File: config.mk
export PLATFORM = sky130hd
export DESIGN_NAME = screen_fader
export DESIGN_NICKNAME = d
export VERILOG_FILES = /design/src/rtl/poker_video_pkg.sv /design/src/rtl/rgb_scale.sv /design/src/rtl/screen_fader.sv
export SDC_FILE = /design/constraint.sdc
export NUM_CORES = 1
export LEC_CHECK = 0
export ABC_AREA = 0
export CORE_ASPECT_RATIO = 0.5
export CORE_UTILIZATION = 30
export DETAILED_ROUTE_END_ITERATION = 10
export GPL_ROUTABILITY_DRIVEN = 1
export HOLD_SLACK_MARGIN = 0.15
export PLACE_DENSITY = 0.57
export SLEW_MARGIN = 15
export SYNTH_ARGS = -nofsm -noshare
export SYNTH_HDL_FRONTEND = slang
export SYNTH_SLANG_ARGS = --single-unit
File: constraint.sdc
create_clock -name pixel_clk -period 6.7 [get_ports pixel_clk]
set_input_delay 0.67 -clock pixel_clk [delete_from_list [all_inputs] [get_ports pixel_clk]]
set_output_delay 0.67 -clock pixel_clk [all_outputs]
set_load 0.005 [all_outputs]
File: src/rtl/poker_video_pkg.sv
// Shared video types and constants for the poker display pipeline.
package poker_video_pkg;

    typedef enum logic [1:0] {
        BLACK,
        FADING_IN,
        SHOWN,
        FADING_OUT
    } fade_state_t;

    localparam logic [4:0] LEVEL_MAX = 5'd16;

    typedef logic [3:0] rgb4_t;

endpackage

File: src/rtl/rgb_scale.sv
// Combinational brightness scaler for one 4-bit colour channel: (color * level) >> 4.
module rgb_scale
    import poker_video_pkg::*;
(
    input  logic [3:0] color,
    input  logic [4:0] level,
    output logic [3:0] scaled
);

    logic [7:0] product;

    // Level 16 shifts back to the exact input; the largest product is 15*16 = 240.
    assign product = {4'b0000, color} * {3'b000, level};
    assign scaled  = product[7:4];

endmodule

File: src/rtl/screen_fader.sv
// Scales the RGB stream by a frame-stable level and ramps that level on fade commands.
module screen_fader
    import poker_video_pkg::*;
#(
    parameter int unsigned STEP_FRAMES = 2
) (
    input  logic       pixel_clk,
    input  logic       reset,
    input  logic [3:0] red_in,
    input  logic [3:0] green_in,
    input  logic [3:0] blue_in,
    input  logic       hs_in,
    input  logic       vs_in,
    input  logic       vde_in,
    input  logic       fade_in_start,
    input  logic       fade_out_start,
    output logic [3:0] red_out,
    output logic [3:0] green_out,
    output logic [3:0] blue_out,
    output logic       hs_out,
    output logic       vs_out,
    output logic       vde_out,
    output logic [4:0] level,
    output logic       busy,
    output logic       done
);

    localparam logic [7:0] LAST_FRAME = 8'(STEP_FRAMES - 1);

    fade_state_t state;
    logic [7:0]  frame_cnt;
    logic        vs_prev;
    logic        frame_tick;
    logic        accept_out;
    logic        accept_in;
    rgb4_t       red_scaled;
    rgb4_t       green_scaled;
    rgb4_t       blue_scaled;

    // Frame boundary is the falling edge of the active-low vertical sync.
    assign frame_tick = vs_prev & ~vs_in;
    assign accept_out = fade_out_start && (state == SHOWN || state == FADING_IN);
    assign accept_in  = fade_in_start && (state == BLACK || state == FADING_OUT);

    rgb_scale u_scale_red   (.color(red_in),   .level(level), .scaled(red_scaled));
    rgb_scale u_scale_green (.color(green_in), .level(level), .scaled(green_scaled));
    rgb_scale u_scale_blue  (.color(blue_in),  .level(level), .scaled(blue_scaled));

    // NOTE: reset is synchronous, so it sits inside the clocked branch rather than the sensitivity list.
    always_ff @(posedge pixel_clk) begin
        if (reset) begin
            state     <= BLACK;
            level     <= 5'd0;
            frame_cnt <= 8'd0;
            vs_prev   <= 1'b1;
            busy      <= 1'b0;
            done      <= 1'b0;
        end else begin
            vs_prev <= vs_in;
            done    <= 1'b0;
            if (accept_out) begin
                state     <= FADING_OUT;
                frame_cnt <= 8'd0;
                busy      <= 1'b1;
            end else if (accept_in) begin
                state     <= FADING_IN;
                frame_cnt <= 8'd0;
                busy      <= 1'b1;
            end else if (frame_tick && (state == FADING_IN || state == FADING_OUT)) begin
                if (frame_cnt == LAST_FRAME) begin
                    frame_cnt <= 8'd0;
                    // Saturating ends cover a reversal issued before the level has moved.
                    if (state == FADING_IN) begin
                        if (level >= LEVEL_MAX - 5'd1) begin
                            level <= LEVEL_MAX;
                            state <= SHOWN;
                            busy  <= 1'b0;
                            done  <= 1'b1;
                        end else begin
                            level <= level + 5'd1;
                        end
                    end else begin
                        if (level <= 5'd1) begin
                            level <= 5'd0;
                            state <= BLACK;
                            busy  <= 1'b0;
                            done  <= 1'b1;
                        end else begin
                            level <= level - 5'd1;
                        end
                    end
                end else begin
                    frame_cnt <= frame_cnt + 8'd1;
                end
            end
        end
    end

    always_ff @(posedge pixel_clk) begin
        if (reset) begin
            red_out   <= 4'd0;
            green_out <= 4'd0;
            blue_out  <= 4'd0;
            hs_out    <= 1'b1;
            vs_out    <= 1'b1;
            vde_out   <= 1'b0;
        end else begin
            red_out   <= vde_in ? red_scaled   : 4'd0;
            green_out <= vde_in ? green_scaled : 4'd0;
            blue_out  <= vde_in ? blue_scaled  : 4'd0;
            hs_out    <= hs_in;
            vs_out    <= vs_in;
            vde_out   <= vde_in;
        end
    end

endmodule
### Word-level counts from Yosys, hierarchy flattened

Cells that the tools add are included.

* register bits after elaboration: 32
* latch bits: 0
* bits in writable memories: 0
* memory bits (read-only): 0
* input bits: 19
* output and inout port bits: 22
* memories kept: 0

* $add $sub $neg: 3
* $mul: 3
* divide/modulo/power cells: 0
* order comparisons: 2
* equality and inequality tests: 5
* shift-type cells: 0
* multiplexer cells: 21
* bitwise gates (word level): 7
* reductions and logical operators: 15

Operators by type and width (number)
* 4-bit by 5-bit multiplier with 8-bit output: 3
* 5-bit 2-to-1 mux: 3
* 2-bit 2-to-1 mux: 7
* 1-bit 2-to-1 mux: 10
* 8-bit by 1-bit adder with 8-bit output (second input constant): 1
* 8-bit by 1-bit == test with 1-bit output (second input constant): 1
* 8-bit 2-to-1 mux: 1
* 4-bit AND reduction: 2
* 1-bit NOT: 6
* 3-bit nonzero test: 2
* 5-bit by 1-bit adder with 5-bit output (second input constant): 1
* 5-bit by 4-bit >= comparator with 1-bit output (second input constant): 1
* 5-bit by 1-bit <= comparator with 1-bit output (second input constant): 1
* 5-bit OR reduction: 1
* 5-bit by 1-bit subtractor with 5-bit output (second input constant): 1
* 2-bit == test (second input constant): 2
* 4-bit by 3-bit != test with 1-bit output (second input constant): 1
* 4-bit nonzero test: 1
* 1-bit logical AND: 3
* 1-bit logical OR: 3
* 3-bit OR reduction: 1
* 2-bit by 1-bit == test with 1-bit output (second input constant): 1
* 2-bit logical NOT: 1
* 2-bit OR reduction: 1
* 1-bit bitwise AND: 1

### Depth between registers and ports, before layout

Gate-level depths: netlist (run 1).

* depth after elaboration: 7
* depth in mapped cells: 12
* gate-level depth less buffers: 10

### Cells and area by module

From an unflattened synthesis (run 1), not the netlist that was laid out.

* cell total of the unflattened synthesis: 322
* area, all modules: 2896.5 um^2

Modules (own cells, without submodules)
* screen_fader: instances 1, cells each 157, area each 1485.2 um^2
* rgb_scale: instances 3, cells each 55, area each 470.5 um^2

### Least setup slack after synthesis (run 1)

No wires, ideal clock.

* path kind: register -> register
* start point: register level[1]
* end point: register red_out[3]
* library setup time: 0.074 ns
* arrival time: 3.070 ns
* required time: 6.626 ns
* path slack: 3.555 ns
* stages on the path, launching flop included: 13
* buffers on the path: 2
* clock period less this slack: 3.145 ns
* cell sequence: dfxtp_1 -> clkbuf_1 -> clkbuf_1 -> and2_1 -> fa_1 -> inv_1 -> fa_1 -> inv_1 -> ha_1 -> nand4_1 -> o2111ai_1 -> a2111o_1 -> o21ai_0

* longest elaborated chain between the ends: 1

RTL lines
* from (decl): line screen_fader.sv:23 `output logic [4:0] level,`
* from (signal assigned): line screen_fader.sv:80 `level <= level + 5'd1;`
* from (signal assigned): line screen_fader.sv:89 `level <= level - 5'd1;`
* 4-bit by 5-bit multiplier with 8-bit output: line rgb_scale.sv:13 `assign product = {4'b0000, color} * {3'b000, level};`
* to (signal assigned): line screen_fader.sv:108 `red_out <= vde_in ? red_scaled : 4'd0;`
* to (decl): line screen_fader.sv:17 `output logic [3:0] red_out,`

Every way passes these cells.
A chain may end at the register's enable or synchronous reset.

### Worst setup path after layout (run 1)

* start point: input port green_in[3]
* end point: register green_out[3]

* longest elaborated chain between the ends: 1

RTL lines
* from (decl): line screen_fader.sv:10 `input logic [3:0] green_in,`
* 4-bit by 5-bit multiplier with 8-bit output: line rgb_scale.sv:13
* to (signal assigned): line screen_fader.sv:109 `green_out <= vde_in ? green_scaled : 4'd0;`
* to (decl): line screen_fader.sv:18 `output logic [3:0] green_out,`

Every way passes these cells.

==> out/metrics.yaml, run 1 <==
clockBufferDepth: 2
maxCapViolCount: 0
min_path_type: "flop to flop"
drtIter0Drc: 214
die_height_um: 70.07
ios: 41
track_usage_pct: 13.81
rows: 24
timing.rr.start: "level[1]"
grt_max_degree: 22
yosysWarnings: 0
drive_above_1_share_pct: 5.322
gp_congestion: 0.7428
criticalPathCategory: "primary input to flop"
r2r-end: "green_out[3]"
dr_total_vias: 2317
crit_required_ns: 6.89
overflow: 0
root_buffer: "clkbuf_16"
cpLargestDelayFamily: "adder cells"
worstMarginPinSlew_ns: 0.7658
synth_nets: 389
end_kind: "flop"
critPathSlowestCell: "fa_1"
pwr_density_cell_nw_per_um2: 158.9
dieArea_um2: 9679
violations: "DRC"
min_period_over_period_pct: 52.86
cp_max_fo: 5
core_area_um2: 8859
report.final.setup_viol: 0
cts_tree: "built"
syn-cell-area_um2: 2780
wl_per_cell_um: 12.97
crit_path_start_kind: "primary input"
fin_setup_tns_ns: 0
outcome: "finished with violations"
power.leakage_nw: 1.423
path_clk_slew_ns: 0.05
synth_edf_count: 0
syn_inst: 320
cts.repair.resized: 0
ys_ff_latch: 32
numCtsBuffers: 5
port_buffers: 40
yosysUniqueCellTypes: 50
yosysSeqAreaShare_pct: 23.04
die_w_um: 138.1
routed_wl_mm: 6.147
mostFrequentLayoutCells: "clkdlybuf4s50_1 (40), and2_1 (35), ha_1 (35), dfxtp_1 (32), inv_1 (29)"
first_pass_iters: 8
slowest_delay_ns: 0.53
clock_latency_ns: 0.28
finalClockSkew_ns: 0.005994
drc_errors: 6
holdPathEnd: "busy"
ant_nets: 0
r2r_cells: 9
crit_buf_inv: 3
diodes: 0
post-cts-setup-buffers: 0
slew_viol_final: 0
place_hpwl_mm: 4.574
clock_sinks: 32
holdPathStages: 2
async_reset_ff_share_pct: 0
fin_nets: 425
cts-hold-fix-buffers: 0
avgSynthCellArea_um2: 8.688
grt_pass1_vias: 2293
max_freq_mhz: 282.4
min_from: "busy"
maxSlewHeadroom_pct: 48.87
final_util_pct: 38.94
antenna_found_initial: 0
ys.flop_type: "dfxtp_1"
start_util_pct: 31.38
reg2reg_slack_ns: 3.34
ir_worst_vdd_uv: 100.2
synthToLayoutAreaGrowth_pct: 24.08
finalCriticalPeriod_ns: 3.542
htree_num_levels: 2
mostFrequentLayoutCell: "clkdlybuf4s50_1"
cp_cell_sequence: "clkdlybuf4s50_1 > and2_1 > fa_1 > inv_1 > fa_1 > inv_1 > ha_1 > nand4_1 > o2111ai_1 > a2111o_1 > o21ai_0"
vias_per_cell: 4.888
finalHoldViolCount: 0
crit_path_start: "green_in[3]"
worstPathArrival_ns: 3.73
rsz0062_at_grt: "no"
grt_pass1_wl_mm: 10.62
## sequential cells by signal (all words and copies together), names as in the netlist, 2 cells and up
signal     count
blue_out       4
frame_cnt      8
green_out      4
level          5
red_out        4
state          2
## worst max-delay path by stage
stage / end / cells after the start
after floorplan: red_out[3] / 12
after global placement: green_out[3] / 11
after detailed placement: green_out[3] / 11
after CTS: green_out[3] / 11
after global routing: green_out[3] / 11
final: green_out[3] / 11
## cells in the mapped netlist, drive strengths merged (3+ instances only)
| master | instances | area share (%) |
|---|---|---|
| o21bai | 4 | 1.1 |
| or3 | 4 | 0.90 |
| nand2 | 27 | 3.6 |
| or2 | 4 | 0.90 |
| clkbuf | 9 | 1.2 |
| nand3 | 4 | 0.72 |
| dfxtp | 32 | 23 |
| nand4 | 9 | 2.0 |
| o2111ai | 5 | 1.6 |
| nor2 | 16 | 2.3 |
| a211oi | 5 | 1.4 |
| a2111o | 3 | 1.2 |
| inv | 30 | 4.1 |
| buf | 3 | 0.54 |
| o21ai | 6 | 1.1 |
| a21oi | 10 | 1.8 |
| o211ai | 4 | 1.1 |
| nand2b | 5 | 1.4 |
| ha | 35 | 16 |
| a31oi | 4 | 0.90 |
| and2 | 35 | 7.9 |
| fa | 15 | 11 |
| or4 | 3 | 0.94 |
| nor3 | 9 | 1.8 |
| xnor2 | 16 | 5.0 |
## where the power goes
part | internal [mW] | leakage, nW | switching (mW)
combinational | 0.0384 | 1.08 | 0.0489
sequential | 0.198 | 0.260 | 0.00560
clock | 0.175 | 0.0808 | 0.0828
## worst reg2reg max path, stage by stage, from the launching register on
cell and delay (ns):
dfxtp_1 0.81, nand2_1 0.17, fa_1 0.55, inv_1 0.06
fa_1 0.47, ha_1 0.30, nand4_1 0.13, o2111ai_1 0.23
a2111o_1 0.45, o21ai_0 0.11
## cell type report
cell class | count | area [um^2]
clock buffers | 6 | 128.9
clock inverters | 2 | 35.03
fillers | 875 | 5409
inverters | 30 | 112.6
multi-input cells | 246 | 1978
flip-flops and latches | 32 | 640.6
well taps | 117 | 146.4
repair buffers | 41 | 407.9
## layer usage
layer / share of wire (%) / GRT usage, % / vias to the layer above
met2: 44 / 22.73 / 33
met3: 3.8 / 3.978 / 4
met4: 0.65 / 2.996 / 0
met5: 0 / 0 / -
met1: 52 / 18.00 / 1085
li1: - / - / 1195
## cells by family (layout without fill, tap and decap cells)
group	count (synthesis)	in the layout	share of synthesized area, %
AOI/OAI and AO/OA	54	54	14.00
DFF	32	32	23.04
xor gates and xnor gates	16	16	5.040
muxes	3	3	1.125
and+or+nand+nor	123	123	24.44
adders and majority gates	50	50	26.55
buffers and inverters	42	79	5.805
## metrics by stage
step	power, mW	instance area [um^2]	hold slack, ns	cells	setup slack (ns)
6_report	0.5481	3450	0.4726	474	3.158
3_5_place_dp	0.2947	3286	0.4643	466	2.858
3_3_place_gp	0.2955	3286	0.4646	466	2.876
4_1_cts	0.5566	3450	0.4730	474	3.151
2_1_floorplan	0.2636	2780	0.4523	320	3.555
5_1_grt	0.5770	3450	0.4909	474	2.949
Note: power is estimated with default switching activity, not from simulation.
==> run 2: changes to the inputs <==
==> constraint.sdc (replaced) <==
create_clock -name pixel_clk -period 3.7 [get_ports pixel_clk]
set_input_delay 0.37 -clock pixel_clk [delete_from_list [all_inputs] [get_ports pixel_clk]]
set_output_delay 0.37 -clock pixel_clk [all_outputs]
set_load 0.005 [all_outputs]
==> out/metrics.yaml, run 2 (synthesis gave the netlist of run 1 again) <==
slowest_delay_ns: 0.78
critPathSlowestCell: "dfxtp_1"
die_w_um: 138.1
end_kind: "flop"
antenna_found_initial: 0
overflow: 0
root_buffer: "clkbuf_16"
post-cts-setup-buffers: 0
ir_worst_vdd_uv: 159.1
vias_per_cell: 4.870
largest_reg_flops: 8
finalCriticalPeriod_ns: 3.266
cp_cell_sequence: "nand2_1 > fa_1 > inv_1 > fa_1 > ha_1 > nand4_1 > o2111ai_1 > a2111o_1 > o21ai_0"
ant_nets: 0
multi_input_area_um2: 1978
die_height_um: 70.07
min_period_over_period_pct: 88.28
drtIter0Drc: 126
crit_path_start_kind: "flop"
rows: 24
timing.rr.start: "level[2]"
gp_congestion: 0.7745
holdPathEnd: "busy"
fin_setup_tns_ns: 0
crit_required_ns: 3.89
top_regs: "frame_cnt: 8 flops, level: 5 flops"
cp_max_fo: 20
dr_total_vias: 2323
r2r-end: "green_out[3]"
criticalPathCategory: "flop to flop"
fillers: 915
max_freq_mhz: 306.2
clock_sinks: 32
maxCapViolCount: 0
mostFrequentLayoutCell: "clkdlybuf4s50_1"
cts-hold-fix-buffers: 0
track_usage_pct: 14.72
report.final.setup_viol: 0
fin_nets: 428
clock_latency_ns: 0.29
min_from: "busy"
dp_slack_ns: 0.1700
cts.repair.resized: 0
power.leakage_nw: 1.438
slew_viol_final: 0
holdPathStages: 2
timing.hold.ws_ns: 0.4762
path_clk_slew_ns: 0.05
r2r_cells: 9
mostFrequentLayoutCells: "clkdlybuf4s50_1 (40), and2_1 (35), ha_1 (35), dfxtp_1 (32), inv_1 (29)"
drive_above_1_share_pct: 6.389
min_path_type: "flop to flop"
finalClockSkew_ns: 0.005805
synthToLayoutAreaGrowth_pct: 25.02
diodes: 0
worstPathArrival_ns: 3.46
outcome: "finished with violations"
violations: "DRC"
grt_pass1_wl_mm: 11.23
maxSlewHeadroom_pct: 52.38
first_pass_iters: 7
clockBufferDepth: 2
grt_max_degree: 21
ios: 41
regMostFlops: "frame_cnt"
routed_wl_mm: 6.337
dieArea_um2: 9679
htree_num_levels: 2
reg2reg_slack_ns: 0.43
place_hpwl_mm: 4.725
core_area_um2: 8859
placed_area_um2: 3308
crit_top_cell: "fa_1"
wl_per_cell_um: 13.29
cts_tree: "built"
seqCellArea_um2: 640.6
final_util_pct: 39.24
start_util_pct: 31.38
worstMarginPinSlew_ns: 0.7134
port_buffers: 40
crit_buf_inv: 1
fin_ws_ns: 0.4338
finalHoldViolCount: 0
rsz0062_at_grt: "no"
grt_pass1_vias: 2371
final_area_um2: 3476
drc_errors: 5
cpLargestDelayFamily: "adder cells"
pwr_density_cell_nw_per_um2: 290.9
numCtsBuffers: 5
[run 2: cell count changes in the layout (fill, tap and decap cells not counted)]
cell and change:
buf_4 +3, clkbuf_1 -1, clkinvlp_4 +1
[run 2: final cells by class]
class / count / area share (%)
Clock buffer: 5 / 3.600
Sequential cell: 32 / 18.43
Tap cell: 117 / 4.212
Clock inverter: 3 / 1.224
Inverter: 30 / 3.240
Timing Repair Buffer: 44 / 12.38
Multi-Input combinational cell: 246 / 56.91
[run 2: worst min-delay path, stage by stage, from the launching register on]
cell and delay [ns]:
dfxtp_1 0.31, nand2b_1 0.06, o22ai_1 0.06
[run 2: per-layer routing]
metal / part of all wire [%] / up-vias / track usage [%]
li1: - / 1204 / -
met1: 53 / 1087 / 20.29
met2: 42 / 24 / 22.45
met3: 3.9 / 8 / 3.635
met4: 1.3 / 0 / 4.994
met5: 0 / - / 0
[run 2: worst max path at each step]
stage,slack [ns],start,to,cells after the start
4_1_cts,0.43,level[2],red_out[3],9
6_report,0.43,level[2],green_out[3],9
3_5_place_dp,0.17,red_in[2],red_out[3],11
3_3_place_gp,0.18,green_in[3],green_out[3],11
5_1_grt,0.18,level[2],red_out[3],9
2_1_floorplan,0.56,level[1],red_out[3],12
[run 2: power by group]
part | switching [mW] | internal, mW
clock | 0.166 | 0.316
sequential | 0.0106 | 0.358
combinational | 0.0907 | 0.0697
total | 0.267 | 0.744
[run 2: metrics by stage]
stage	power, mW	std cells
final	1.011	477
after global routing	1.059	477
after CTS	1.029	477
after detailed placement	0.5357	469
after global placement	0.5352	469
after floorplan	0.4774	320
==> run 3: changes to the inputs <==
--- a/config.mk
+++ b/config.mk
@@ -5,7 +5,7 @@
 export SDC_FILE = /design/constraint.sdc
 export NUM_CORES = 1
 export LEC_CHECK = 0
-export ABC_AREA = 0
+export ABC_AREA = 1
 export CORE_ASPECT_RATIO = 0.5
 export CORE_UTILIZATION = 30
 export DETAILED_ROUTE_END_ITERATION = 10
==> out/metrics.yaml, run 3 <==
clockBufferDepth: 2
slew_viol_final: 0
synth_common_cells: "nand2_1 (116), inv_1 (77), ha_1 (35), dfxtp_1 (32), nor2_1 (30)"
reg2reg_slack_ns: 0.73
p_total_mw: 1.049
worstMarginPinSlew_ns: 0.6730
crit_required_ns: 3.87
min_from: "busy"
cts_tree: "built"
vias_per_cell: 4.299
avgSynthCellArea_um2: 7.257
worstPathArrival_ns: 3.16
yosysSeqAreaShare_pct: 20.77
drt-met1-wl_mm: 3.206
finalHoldViolCount: 0
syn-cell-area_um2: 3084
dieArea_um2: 10710
min_path_type: "flop to flop"
ant_nets: 0
ios: 41
antenna_found_initial: 0
drtIter0Drc: 77
max_freq_mhz: 334.5
crit_top_cell: "inv_1"
criticalPathCategory: "primary input to flop"
cts-hold-fix-buffers: 0
grt_max_degree: 18
yosys.area.top_type: "dfxtp_1"
cpLargestDelayFamily: "adder cells"
clock_sinks: 32
drc_errors: 0
cts.repair.resized: 0
pwr_density_cell_nw_per_um2: 277.6
yosysUniqueCellTypes: 39
first_pass_iters: 4
async_reset_ff_share_pct: 0
yosys.cell_count.top_type: "nand2_1"
fin_setup_tns_ns: 0
largest_reg_flops: 8
synth_nets: 494
r2r-end: "green_out[3]"
top_regs: "frame_cnt: 8 flops, level: 5 flops"
crit_path_start_kind: "primary input"
wl_per_cell_um: 10.29
report.final.setup_viol: 0
timing.rr.start: "level[1]"
track_usage_pct: 12.74
overflow: 0
rows: 25
ys.flop_type: "dfxtp_1"
numCtsBuffers: 5
wl_met3_um: 240
cp_cell_sequence: "clkdlybuf4s50_1 > nand2_1 > inv_1 > fa_1 > inv_1 > fa_1 > inv_1 > ha_1 > a21oi_1 > o21a_1 > o21ai_1 > nor2_1 > nor2_1"
ys_ff_latch: 32
root_buffer: "clkbuf_16"
finalClockSkew_ns: 0.004462
fin_nets: 538
dr_total_vias: 2601
post-cts-setup-buffers: 0
slowest_delay_ns: 0.54
maxSlewHeadroom_pct: 55.07
gp_congestion: 0.8402
grt_pass1_vias: 2402
crit_buf_inv: 4
routed_wl_mm: 6.228
die_height_um: 73.70
die_w_um: 145.4
port_buffers: 40
holdPathStages: 2
regMostFlops: "frame_cnt"
highest_layer: "met4"
htree_num_levels: 2
mostFrequentLayoutCells: "nand2_1 (116), inv_1 (77), clkdlybuf4s50_1 (40), ha_1 (35), dfxtp_1 (32)"
critPathSlowestCell: "fa_1"
maxCapViolCount: 0
path_clk_slew_ns: 0.05
diodes: 0
synth_top_area_share_pct: 20.77
wl_met2_mm: 2.747
start_util_pct: 31.81
placed_area_um2: 3630
holdPathEnd: "busy"
cp_max_fo: 5
synth_edf_count: 0
power.leakage_nw: 2.002
clock_latency_ns: 0.27
syn_inst: 425
rsz0062_at_grt: "no"
place_hpwl_mm: 5.115
ir_worst_vdd_uv: 170.7
core_area_um2: 9697
end_kind: "flop"
yosys-top-cells-area: "dfxtp_1 (21%), ha_1 (14%), nand2_1 (14%)"
final_area_um2: 3779
synthToLayoutAreaGrowth_pct: 22.52
r2r_cells: 10
outcome: "finished, final reports clean"
finalCriticalPeriod_ns: 2.990
min_period_over_period_pct: 80.81
yosysWarnings: 0
mostFrequentLayoutCell: "nand2_1"
drive_above_1_share_pct: 11.70
grt_pass1_wl_mm: 10.88
[run 3: cell families (layout without fill, tap and decap cells)]
family / count (synthesis) / after routing / share of synthesized area (%)
and+or+nand+nor: 196 / 196 / 30.91
buffers and inverters: 93 / 138 / 12.49
adders and majority gates: 50 / 50 / 23.94
AOI/OAI and AO/OA: 44 / 44 / 9.047
DFF: 32 / 32 / 20.77
xor gates and xnor gates: 10 / 10 / 2.840
[run 3: cell type report]
| cell class | instances | area, um^2 |
|---|---|---|
| fillers | 1009 | 5918 |
| multi-input cells | 300 | 2058 |
| flip-flops and latches | 32 | 640.6 |
| repair buffers | 44 | 430.4 |
| inverters | 86 | 331.6 |
| well taps | 135 | 168.9 |
| clock buffers | 6 | 138.9 |
| clock inverters | 2 | 10.01 |
[run 3: worst max path at each step]
stage | startpoint | end | slack (ns) | cells past startpoint
after detailed placement | green_in[3] | green_out[3] | 0.43 | 13
after floorplan | level[2] | green_out[3] | 0.89 | 14
after global placement | green_in[2] | green_out[3] | 0.44 | 13
after global routing | level[1] | green_out[3] | 0.45 | 11
after CTS | level[1] | green_out[3] | 0.71 | 11
final | green_in[2] | green_out[3] | 0.71 | 13
[run 3: worst reg2reg max path: cells and delay by family (launching register included)]
| family | cells | cell delay, ns |
|---|---|---|
| buffers and inverters | 1 | 0.04 |
| flip-flops | 1 | 0.75 |
| AO/OA/AOI/OAI | 3 | 0.46 |
| adder cells (fa/ha/maj) | 3 | 1.31 |
| AND/OR/NAND/NOR | 3 | 0.31 |
[run 3: report_power, final]
group,switching (mW),internal [mW]
clock network,0.143,0.265
logic,0.164,0.0976
registers,0.0143,0.365
total,0.321,0.728
[run 3: metrics by stage]
step / setup WS [ns] / cells / util, % / hold WS, ns
floorplan: 0.8903 / 425 / - / 0.4494
global placement: 0.4427 / 597 / 37.43 / 0.4520
detailed placement: 0.4283 / 597 / 37.43 / 0.4572
CTS: 0.7123 / 605 / 38.97 / 0.4651
global route: 0.4546 / 605 / 38.97 / 0.4786
finish: 0.7102 / 605 / 38.97 / 0.4618
[run 3: routing by layer]
metal	up-vias	GRT usage (%)
li1	1393	-
met1	1164	16.70
met2	42	21.21
met3	2	3.106
met4	0	3.158
met5	-	0
